==> src/rtl/fu_wb_arbiter.sv <==
// Writeback/CDB arbiter: per-unit result FIFOs feed up to CDB_W broadcast ports
// each cycle under round-robin arbitration, with back-pressure and flush squash.
module fu_wb_arbiter #(
  parameter int NUM_FU    = 4,
  parameter int CDB_W     = 2,
  parameter int BUF_DEPTH = 2,
  parameter int DATA_W    = 64,
  parameter int PRF_IDX_W = 6,
  parameter int ROB_IDX_W = 5
) (
  input  logic                        clk,
  input  logic                        rst,
  input  logic                        flush_i,
  input  logic [NUM_FU-1:0]           fu_vld_i,
  input  logic [NUM_FU-1:0]           fu_wr_i,
  input  logic [NUM_FU*PRF_IDX_W-1:0] fu_tag_i,
  input  logic [NUM_FU*DATA_W-1:0]    fu_value_i,
  input  logic [NUM_FU*ROB_IDX_W-1:0] fu_rob_idx_i,
  output logic [NUM_FU-1:0]           fu_rdy_o,
  output logic [CDB_W-1:0]            cdb_vld_o,
  output logic [CDB_W-1:0]            cdb_wr_o,
  output logic [CDB_W*PRF_IDX_W-1:0]  cdb_tag_o,
  output logic [CDB_W*DATA_W-1:0]     cdb_value_o,
  output logic [CDB_W*ROB_IDX_W-1:0]  cdb_rob_idx_o
);

  localparam int PTR_W = $clog2(BUF_DEPTH);
  localparam int CNT_W = $clog2(BUF_DEPTH + 1);
  localparam int RR_W  = $clog2(NUM_FU);

  typedef struct packed {
    logic                 wr;
    logic [PRF_IDX_W-1:0] tag;
    logic [DATA_W-1:0]    value;
    logic [ROB_IDX_W-1:0] rob_idx;
  } entry_t;

  entry_t             buf_q  [NUM_FU][BUF_DEPTH];
  logic [PTR_W-1:0]   head_q [NUM_FU];
  logic [PTR_W-1:0]   tail_q [NUM_FU];
  logic [CNT_W-1:0]   cnt_q  [NUM_FU];
  logic [RR_W-1:0]    rr_q, rr_d;

  entry_t             in_ent [NUM_FU];
  entry_t             cand   [NUM_FU];
  logic [NUM_FU-1:0]  rdy, nonempty, accept, req, gnt, push, pop;
  logic [NUM_FU-1:0]  port_oh [CDB_W];

  logic [CDB_W-1:0]           vld_d, vld_q, wr_d, wr_q;
  logic [CDB_W*PRF_IDX_W-1:0] tag_d, tag_q;
  logic [CDB_W*DATA_W-1:0]    value_d, value_q;
  logic [CDB_W*ROB_IDX_W-1:0] rob_d, rob_q;

  // Stage 0: channel requests; the FIFO head takes priority over the bypassed input
  always_comb begin
    for (int k = 0; k < NUM_FU; k++) begin
      in_ent[k].wr      = fu_wr_i[k];
      in_ent[k].tag     = fu_tag_i[k*PRF_IDX_W +: PRF_IDX_W];
      in_ent[k].value   = fu_value_i[k*DATA_W +: DATA_W];
      in_ent[k].rob_idx = fu_rob_idx_i[k*ROB_IDX_W +: ROB_IDX_W];
      nonempty[k]       = (cnt_q[k] != '0);
      rdy[k]            = (cnt_q[k] != CNT_W'(BUF_DEPTH));
      accept[k]         = fu_vld_i[k] & rdy[k] & ~flush_i;
      req[k]            = nonempty[k] | accept[k];
      cand[k]           = nonempty[k] ? buf_q[k][head_q[k]] : in_ent[k];
    end
  end

  assign fu_rdy_o = rdy;

  // Round-robin scan from rr_q; the n-th requester found is routed to port n
  always_comb begin
    int n;
    n    = 0;
    gnt  = '0;
    rr_d = rr_q;
    for (int p = 0; p < CDB_W; p++) port_oh[p] = '0;
    for (int i = 0; i < NUM_FU; i++) begin
      for (int k = 0; k < NUM_FU; k++) begin
        if (!flush_i && req[k] && n < CDB_W && k == (int'(rr_q) + i) % NUM_FU) begin
          gnt[k] = 1'b1;
          for (int p = 0; p < CDB_W; p++) if (p == n) port_oh[p][k] = 1'b1;
          n    = n + 1;
          rr_d = RR_W'((k + 1) % NUM_FU);
        end
      end
    end
  end

  always_comb begin
    for (int k = 0; k < NUM_FU; k++) begin
      pop[k]  = gnt[k] & nonempty[k];
      push[k] = accept[k] & ~(gnt[k] & ~nonempty[k]);
    end
  end

  always_comb begin
    entry_t sel;
    vld_d   = '0;
    wr_d    = '0;
    tag_d   = '0;
    value_d = '0;
    rob_d   = '0;
    for (int p = 0; p < CDB_W; p++) begin
      sel = '0;
      for (int k = 0; k < NUM_FU; k++) if (port_oh[p][k]) sel = cand[k];
      vld_d[p]                          = |port_oh[p];
      wr_d[p]                           = sel.wr;
      tag_d[p*PRF_IDX_W +: PRF_IDX_W]   = sel.wr ? sel.tag : '0;
      value_d[p*DATA_W +: DATA_W]       = sel.value;
      rob_d[p*ROB_IDX_W +: ROB_IDX_W]   = sel.rob_idx;
    end
  end

  // Stage 1: FIFO bookkeeping and broadcast registers
  always_ff @(posedge clk) begin
    if (rst || flush_i) begin
      rr_q <= '0;
      for (int k = 0; k < NUM_FU; k++) begin
        head_q[k] <= '0;
        tail_q[k] <= '0;
        cnt_q[k]  <= '0;
      end
    end else begin
      rr_q <= rr_d;
      for (int k = 0; k < NUM_FU; k++) begin
        if (push[k]) tail_q[k] <= tail_q[k] + PTR_W'(1);
        if (pop[k])  head_q[k] <= head_q[k] + PTR_W'(1);
        if (push[k] && !pop[k])      cnt_q[k] <= cnt_q[k] + CNT_W'(1);
        else if (!push[k] && pop[k]) cnt_q[k] <= cnt_q[k] - CNT_W'(1);
      end
    end
  end

  always_ff @(posedge clk) begin
    for (int k = 0; k < NUM_FU; k++)
      if (push[k]) buf_q[k][tail_q[k]] <= in_ent[k];
  end

  always_ff @(posedge clk) begin
    if (rst) begin
      vld_q   <= '0;
      wr_q    <= '0;
      tag_q   <= '0;
      value_q <= '0;
      rob_q   <= '0;
    end else begin
      vld_q   <= vld_d;
      wr_q    <= wr_d;
      tag_q   <= tag_d;
      value_q <= value_d;
      rob_q   <= rob_d;
    end
  end

  assign cdb_vld_o     = vld_q;
  assign cdb_wr_o      = wr_q;
  assign cdb_tag_o     = tag_q;
  assign cdb_value_o   = value_q;
  assign cdb_rob_idx_o = rob_q;

endmodule

==> config.mk <==
export PLATFORM = sky130hd
export DESIGN_NAME = fu_wb_arbiter
export DESIGN_NICKNAME = d
export VERILOG_FILES = /design/src/rtl/fu_wb_arbiter.sv
export SDC_FILE = /design/constraint.sdc
export NUM_CORES = 1
export LEC_CHECK = 0
export CORE_ASPECT_RATIO = 1.25
export CORE_UTILIZATION = 56
export CTS_BUF_LIST = sky130_fd_sc_hd__clkbuf_16
export CTS_CLUSTER_SIZE = 20
export DETAILED_ROUTE_END_ITERATION = 8
export PLACE_DENSITY_LB_ADDON = 0.1
export SLEW_MARGIN = 25
export SYNTH_ARGS = -nofsm -noshare
export SYNTH_HDL_FRONTEND = slang
export SYNTH_SLANG_ARGS = --single-unit
==> constraint.sdc <==
create_clock -name clk -period 27.3 [get_ports clk]
set_input_delay 5.46 -clock clk [delete_from_list [all_inputs] [get_ports clk]]
set_output_delay 5.46 -clock clk [all_outputs]
set_load 0.005 [all_outputs]
==> summary.txt <==
Power
  • Clock group share of total power: 27.3%
  • Worst vdd ir: ~0.062 mV
  • Comb power frac: about 36%
  • Switching power: approximately 1.5 mW
  • Power share of the sequential group: between 30% and 40%
  • Power density of the placed cells: 90.5 nW/um2
  • Internal portion of total power: about 2.6 mW
  • Static Leak: 16.0 nW
  • Final Total Pwr: 4.09 mW
  • Switching share of power: 36.0%

Layout
  • Total area of multi-input combinational cells: 14,300 um2
  • Fillers: 4,733
  • Growth of design area from synthesis to finish: 20.9%
  • Net total in the final layout: approximately 4,000
  • Share of layout cells above drive strength 1: 10.2%
  • Area of all placed cells without fillers: 45,200 um2
  • Register area: 21,900 um2

Clock network
  • Clock sink count: a little under 800
  • Bufs on Longest Clock Path: 3
  • Quantity of hold-fixing buffers added after cts: 0
  • H-tree depth: 3
  • Cell chosen for the clock root: sky130_fd_sc_hd__clkbuf_16
  • Clock transition time at the flip-flop clock pins of the worst setup and hold paths: 0.06 ns
  • Number of resized instances in the post-cts repair step: 0
  • Clock tree from TritonCTS: yes
  • Clock latency on the worst-skew pair: 0.65 ns
  • Clock buffers created by TritonCTS: around 80
  • Post CTS Setup Buffer Count: 0

STA
  • Period utilization: 74.1%
  • Count of endpoints failing setup in the final report: 0
  • Final critical path time including I/O delays and setup: 20.24 ns
  • Number of pins with negative max-slew slack in the final report: 0
  • Count of endpoints failing hold in the final timing report: 0
  • RSZ-0062 raised after global routing: false
  • Slew at the pin with the worst max-slew slack: ~1.1 ns
  • Setup Skew: 0.0279 ns
  • Headroom to the max-slew limit: between 20% and 30%
  • Achievable clock frequency: 49.4 MHz
  • Worst path setup slack after routing: 7.06 ns
  • Sum Neg Setup Slack: 0 ns

Worst setup path
  • Capturing point of the worst reg2reg path: cdb_tag_o[6]
  • Critical Path AT: 20.81 ns
  • Number of buffer and inverter stages on the critical path: 5
  • Path length in cells of the critical path: about 50
  • Critical path's top delay family: adder cells
  • Endpoint type of the worst setup path: register
  • Required time worst endpoint: 27.88 ns
  • Peak per-stage delay on the critical path: 0.84 ns
  • Max Fanout on Critical Path: 85
  • Setup slack of the most critical reg-to-reg path: roughly 12 ns
  • Critical path class: input pin to register
  • Launch point of the worst reg-to-reg path: rr_q[0]
  • Critical Path Slowest Stage Cell: sky130_fd_sc_hd__clkdlybuf4s50_1
  • Most repeated library cell on the critical path: sky130_fd_sc_hd__ha_1
  • Type of origin of the critical path: input pin
  • Setup crit start: flush_i
  • Worst setup path endpoint: cdb_tag_o[6]
  • Number of cells on the worst reg-to-reg path: 48

Logic synthesis
  • Most used flip-flop cell after synthesis: sky130_fd_sc_hd__edfxtp_1
  • Gate count after technology mapping: roughly 3,300
  • Most frequently used cell type in the post-synthesis netlist: sky130_fd_sc_hd__nor2_1
  • Post-synthesis instance area: 37,400 um2
  • Share of synthesized registers carrying an async set or reset: 0%
  • Commonest cells in the netlist: sky130_fd_sc_hd__nor2_1, sky130_fd_sc_hd__edfxtp_1, sky130_fd_sc_hd__nand2_1
  • Largest area contributor in the synthesized netlist: sky130_fd_sc_hd__edfxtp_1
  • Post-synthesis net count: 3,627
  • Average cell area after synthesis: 11.4 um2
  • Fraction of post-synthesis cell area in the top cell type by area: 50.1%
  • Sequential cell area fraction in the yosys report: 58.5%
  • Synthesis warning total: 0
  • Number of register bits inferred by synthesis: 780
  • Number of distinct standard cells referenced by the synthesized netlist: 89
  • Number of synthesized flops with an enable pin: 624
  • Top post-synthesis cells by area: sky130_fd_sc_hd__edfxtp_1, sky130_fd_sc_hd__dfxtp_1, sky130_fd_sc_hd__mux2i_1

Placement
  • Total cell area at the placement stage: 42,400 um2
  • Minimum setup slack after placement: ~6.6 ns
  • Number of port buffers: ~470
  • Dpl hpwl: 88,100 um
  • Gpl congestion: 1.06

Hold path
  • Min-delay worst type: register to register

Floorplanning
  • Horiz. Die Dim: 233 um
  • Effective utilization at floorplan: 56.8%
  • Die H: between 200 and 300 um
  • Core area: ~66,000 um2
  • Io pins: 469
  • Die area: 67,800 um2
  • Standard-cell row count: 105

Global route
  • Vias in the first global route: roughly 28,000
  • Global-route wire length before repair: 180,000 um
  • Tot GR Track Use: 36.6%
  • Aggregate global routing overflow: 0
  • Antenna violations before repair: 3
  • Pin count of the biggest net entering global routing: 100

Routing
  • Via Count: ~28,000
  • Count of routing violations after the opening detailed-route iteration: 2,663
  • Detail-routed via count per cell: 6.14
  • Post-route antenna net violation count: 0
  • Detailed Routing Iterations Pass 1: 6
  • Final Routed Wirelength: 125,000 um
  • DRC Markers: 0
  • Detailed-route wire length per cell: around 28 um

Flow run
  • Reported max-cap violation count: 0

Status
  • Outcome: finished clean
## area by class of cell
cell class,instances,share of cell area [%]
multi-input cells,2205,31.7
clock buffers,80,4.43
inverters,38,0.316
repair buffers,514,11.4
flip-flops and latches,780,48.4
well taps,856,2.37
clock inverters,64,1.39
diodes,5,0.0277
## routing by layer
metal | up-vias | GRT usage, % | wire (um)
met5 | - | 0 | 27
met4 | 4 | 32.9 | 12800
met3 | 336 | 6.64 | 8440
met2 | 1227 | 61.7 | 62200
met1 | 13645 | 38.9 | 41500
li1 | 12660 | - | -
## cells in the final DEF (no fill, tap or decap), drive strengths merged, types with 80 or more instances in the layout
cell,Yosys,routed
nor2,702,702
edfxtp,624,624
clkdlybuf4s50,0,467
nand2,332,332
mux2i,287,287
a21oi,243,243
dfxtp,156,156
a211oi,148,148
o41ai,139,139
o21ai,99,99
clkbuf,133,80
## kinds of logic (layout without fill, tap and decap cells)
group                    Yosys count  after routing  synth area share (%)
AND/OR/NAND/NOR                 1139           1139                  12.5
flip-flops                       780            780                  58.5
AO/OA/AOI/OAI                    695            695                  15.1
multiplexers                     319            319                  8.66
buffers and inverters            290            696                  3.63
adder cells (fa/ha/maj)           41             41                  1.39
XOR/XNOR                          11             11                 0.298
other                              0              5                     0
## flip-flops by register name, summed over array words and instances, names as in the netlist
register and flops:
cdb_rob_idx_o 10, cdb_vld_o 2, cdb_wr_o 2, rr_q 2, cdb_value_o 128, buf_q 608, cdb_tag_o 12, tail_q 4
head_q 4, cnt_q 8
## power by group through the flow
stage | combinational, mW | sequential (mW) | clock [mW]
3_5_place_dp | 1.42 | 1.54 | 0
2_1_floorplan | 0.826 | 1.53 | 0
5_1_grt | 1.54 | 1.53 | 1.17
4_1_cts | 1.43 | 1.52 | 1.12
3_3_place_gp | 1.41 | 1.54 | 0
6_report | 1.45 | 1.52 | 1.12
## through the flow
step           hold WS [ns]  cells  util, %
2_1_floorplan         0.537   3275        -
3_3_place_gp          0.552   4389     64.5
3_5_place_dp          0.557   4389     64.5
4_1_cts               0.565   4533     68.5
5_1_grt               0.577   4537     68.6
6_report              0.572   4542     68.7
## worst min-delay path by stage
stage / depth (start not counted) / to / start / slack (ns)
5_1_grt: 1 / cnt_q[3][0] / cnt_q[3][0] / 0.58
3_3_place_gp: 1 / cnt_q[3][0] / cnt_q[3][0] / 0.55
2_1_floorplan: 1 / cnt_q[3][0] / cnt_q[3][0] / 0.54
6_report: 1 / cnt_q[3][0] / cnt_q[3][0] / 0.57
4_1_cts: 1 / cnt_q[3][0] / cnt_q[3][0] / 0.57
3_5_place_dp: 1 / cnt_q[3][0] / cnt_q[3][0] / 0.56
## worst reg2reg max path, delay by kind of cell, from the launching register on
family	cells	cell delay, ns
AOI/OAI and AO/OA	14	4.03
DFF	1	0.68
buffers and inverters	4	1.56
muxes	2	0.59
adders and majority gates	13	4.32
and+or+nand+nor	15	3.81
Power figures use the tool's default switching activity.
